## src/rtl/vga_display_regbank.sv

```systemverilog
// vga_display_regbank: double-buffered 16x8 BCD register bank, back bank published to front on VSync fall.
// Optional REGBANK_BCD_CHECK_EN drops non-BCD writes and raises a sticky ErrFlag.
module vga_display_regbank (
  input  logic       CLK,
  input  logic       RESET,
  input  logic       WrEn,
  input  logic [3:0] WrAddr,
  input  logic [7:0] WrData,
  input  logic       Commit,
  input  logic       VSync,
  input  logic [3:0] MemAddrIN,
  output logic [7:0] MemDataOut,
  output logic       Busy,
  output logic       CommitAck
`ifdef REGBANK_BCD_CHECK_EN
  ,
  output logic       ErrFlag
`endif
);
  typedef enum logic [1:0] {IDLE, PENDING, COPY, DONE} state_t;
  state_t state, state_n;
  logic [7:0] back [16];
  logic [7:0] front [16];
  logic [3:0] idx;
  logic       vs_q;
  logic       wr_req;
  logic       bcd_ok;
  assign wr_req = WrEn && state == IDLE;
`ifdef REGBANK_BCD_CHECK_EN
  assign bcd_ok = WrData[7:4] <= 4'd9 && WrData[3:0] <= 4'd9;
  always_ff @(posedge CLK)
    if (RESET) ErrFlag <= 1'b0;
    else if (wr_req && !bcd_ok) ErrFlag <= 1'b1;
`else
  assign bcd_ok = 1'b1;
`endif
  assign Busy      = state == PENDING || state == COPY;
  assign CommitAck = state == DONE;
  always_comb begin
    state_n = state;
    case (state)
      IDLE:    state_n = Commit ? PENDING : IDLE;
      PENDING: state_n = (vs_q && !VSync) ? COPY : PENDING;
      COPY:    state_n = idx == 4'hF ? DONE : COPY;
      default: state_n = IDLE;
    endcase
  end
  always_ff @(posedge CLK) begin
    if (RESET) begin
      for (int i = 0; i < 16; i++) begin
        back[i]  <= 8'h00;
        front[i] <= 8'h00;
      end
      state      <= IDLE;
      idx        <= 4'd0;
      vs_q       <= 1'b0;
      MemDataOut <= 8'h00;
    end else begin
      state      <= state_n;
      vs_q       <= VSync;
      MemDataOut <= front[MemAddrIN];
      if (wr_req && bcd_ok) back[WrAddr] <= WrData;
      if (state == COPY) begin
        front[idx] <= back[idx];
        idx        <= idx + 4'd1;
      end
    end
  end
endmodule
```

## config.mk

```make
export PLATFORM = sky130hd
export DESIGN_NAME = vga_display_regbank
export DESIGN_NICKNAME = d
export VERILOG_FILES = /design/src/rtl/vga_display_regbank.sv
export SDC_FILE = /design/constraint.sdc
export NUM_CORES = 1
export LEC_CHECK = 0
export BUFFER_PORTS_ARGS = -buffer_cell sky130_fd_sc_hd__buf_4
export CAP_MARGIN = 40
export CORE_ASPECT_RATIO = 1.1
export CORE_MARGIN = 1
export CORE_UTILIZATION = 50
export DETAILED_ROUTE_END_ITERATION = 7
export MAX_ROUTING_LAYER = met4
export PLACE_DENSITY_LB_ADDON = 0.05
export SYNTH_ARGS = -nofsm -noshare
export SYNTH_HDL_FRONTEND = slang
export SYNTH_SLANG_ARGS = --single-unit
```

## constraint.sdc

```tcl
create_clock -name CLK -period 2.1 [get_ports CLK]
set_input_delay 0.315 -clock CLK [delete_from_list [all_inputs] [get_ports CLK]]
set_output_delay 0.315 -clock CLK [all_outputs]
set_load 0.1 [all_outputs]
```

==> results.sh <==
export IMPL_fp_row_count=61
export IMPL_wirelength_um=31500
export IMPL_worstPathArrival_ns=2.40
export IMPL_period_needed_ns=2.04
export IMPL_grt_pass1_vias=8016
export IMPL_worst_pin_slew_ns=0.576
export IMPL_route_detailed_drc=0
export IMPL_hold_viol_final=0
export IMPL_p_leak_uw=0.00536
export IMPL_path_max_fanout=8
export IMPL_overflow=0
export IMPL_numCtsBuffers=28
export IMPL_power_density_nw_per_um2=825
export IMPL_syn_num_nets=917
export IMPL_vias=7885
export IMPL_cts_buffer_depth=3
export IMPL_fin_nets=977
export IMPL_htreeDepth=1
export IMPL_n_antenna_cell=0
export IMPL_drt_iter0_drc=674
export IMPL_rsz0062_at_grt="true"
export IMPL_die_w_um=156
export IMPL_clock_skew_ns=0.0156
export IMPL_cts_resized=0
export IMPL_dp_final_hpwl_um=21600
export IMPL_crit_path_start="state[0]"
export IMPL_tns_ns=0
export IMPL_avgSynthCellArea_um2=14.7
export IMPL_hold_class="in -> reg"
export IMPL_start_util_pct=51.3
export IMPL_cts_num_sinks=275
export IMPL_post_drt_wl_per_cell_um=24.0
export IMPL_synth_area_um2=13000
export IMPL_finalSetupViolCount=0
export IMPL_drive_above_1_share_pct=21.9
export IMPL_ctsRootBufferMaster="clkbuf_16"
export IMPL_postCtsSetupRepairBufs=0
export IMPL_io_pins=31
export IMPL_max_freq_mhz=491
export IMPL_slew_viol_final=0
export IMPL_path_clk_slew_ns=0.06
export IMPL_max_vdd_ir_drop_uv=645
export IMPL_syn_inst=887
export IMPL_core_area_um2=25400
export IMPL_path_class="reg -> reg"
export IMPL_synth_edff_count=256
export IMPL_post_synth_num_cell_types=42
export IMPL_cts_tree="yes"
export IMPL_endpoint_kind="register"
export IMPL_ys_warn_count=0
export IMPL_hold_start="VSync"
export IMPL_drtAntennaViolNets=0
export IMPL_io_buffers=30
export IMPL_grt_antenna_before_repair=0
export IMPL_drt_first_pass_iters=5
export IMPL_ctsHoldBuffers=0
export IMPL_grt_pass1_wl_um=47700
export IMPL_seq_area_frac_synth_pct=61.9
export IMPL_gp_congestion=0.846
export IMPL_synth_main_ff_cell="edfxtp_1"
export IMPL_die_area_um2=26700
export IMPL_clock_latency_ns=0.54
export IMPL_areaGrowthSynthToFinish_pct=14.6
export IMPL_r2r_start="state[0]"
export IMPL_vias_per_cell=6.01
export IMPL_grt_util_all_layers_pct=24.8
export IMPL_cp_required_ns=2.46
export IMPL_synth_async_sr_flop_share_pct=0
export IMPL_fin_util_pct=58.8
export IMPL_status="complete, no violations"
export IMPL_start_kind="register"
export IMPL_drv_cap=0
export IMPL_die_h_um=171
export IMPL_period_share_pct=97.0
export IMPL_relSlewSlack_pct=61.5
export IMPL_ys_seq_elements=275
export IMPL_grt_max_degree=33
final cells by class:
class | instances | area, um2
sequential | 275 | 8070
clock inverter | 15 | 194
fill | 2005 | 10500
inverter | 4 | 15.0
tap | 346 | 433
multi-input combinational | 550 | 4540
clock buffer | 34 | 744
timing repair buffer | 88 | 936
report_power, final:
group,internal (uW),switching [uW]
Clock,3110,2000
Sequential,6170,66.0
Combinational,342,631
cells by family (layout without fill, tap and decap cells):
group                      Yosys count  count (layout)  share of synthesized area [%]
adders and majority gates            9               9                          0.864
DFF                                275             275                           61.9
xor gates and xnor gates             3               3                          0.202
buffers and inverters               62             141                           3.34
and+or+nand+nor                    261             261                           11.4
AOI/OAI and AO/OA                  174             174                           8.78
muxes                              103             103                           13.5
worst paths after layout:
| check | cells after the start | end | slack, ns |
|---|---|---|---|
| worst min register to register | 2 | register | 0.60 |
| worst max register to register | 6 | front[5][5] | 0.06 |
| worst min-delay path | 2 | vs_q | 0.03 |
| worst max-delay path | 6 | front[5][5] | 0.06 |
cells in the final DEF (no fill, tap or decap), drive strengths merged, types with 3 or more instances in the layout:
master / n
nand2: 22
mux2i: 61
nor2b: 9
or2: 18
edfxtp: 256
and2: 131
a21o: 12
o21ai: 6
buf: 88
o22ai: 128
clkinv: 10
nor3: 6
nand2b: 11
inv: 4
mux4: 42
nand4: 3
a22oi: 18
bufinv: 5
dfxtp: 19
and3: 3
ha: 9
clkbuf: 34
nor2: 24
nand3: 30
Yosys cell counts, types with 3 or more instances:
cell,instances,area [um2]
or2_2,18,113
o21ai_0,6,30.0
dfxtp_1,19,380
clkbuf_1,21,78.8
o22ai_1,127,795
buf_4,6,45.0
inv_1,4,15.0
a21o_1,12,90.1
nor2b_1,9,56.3
nand3_1,30,150
buf_6,19,214
nor3_1,4,20.0
edfxtp_1,256,7690
ha_1,9,113
buf_1,6,22.5
a22oi_1,18,135
mux2i_4,16,360
mux4_2,42,946
mux2i_1,45,450
nand4_1,3,18.8
buf_2,4,20.0
and3_1,3,18.8
and2_1,130,813
nand2_1,22,82.6
nand2b_1,11,68.8
nor2_1,24,90.1
metrics by stage:
stage	setup slack, ns	std cells	power, uW	hold slack (ns)	cell area [um2]
final	0.0634	1312	12300	0.0265	14900
after global routing	-0.0979	1312	12600	0.0172	14900
after CTS	0.0527	1312	12400	0.0195	14900
after detailed placement	0.0843	1263	7330	0.582	14000
after global placement	0.160	1263	7300	0.568	14000
after floorplan	0.157	887	6950	0.443	13000
sequential cells by signal, indices dropped and copies added, names as in the netlist, named ones only:
name        cells
MemDataOut      8
back          128
front         128
idx             4
state           2
vs_q            1
critical path, cell delays in order (launching register included):
cell and delay, ns:
dfxtp_1 0.31, inv_1 0.11, ha_1 0.31, and2b_1 0.24, and2_1 0.29, nand3_1 0.31
o22ai_1 0.28
metal layers:
metal  GRT usage (%)  vias to the layer above  wire length, um
met1            29.0                     3882            12100
met3            3.00                       82             1540
li1                -                     3601                -
met2            43.5                      320            16600
met4            10.5                        0             1250
met5               -                        -                0
Power figures use the tool's default switching activity.
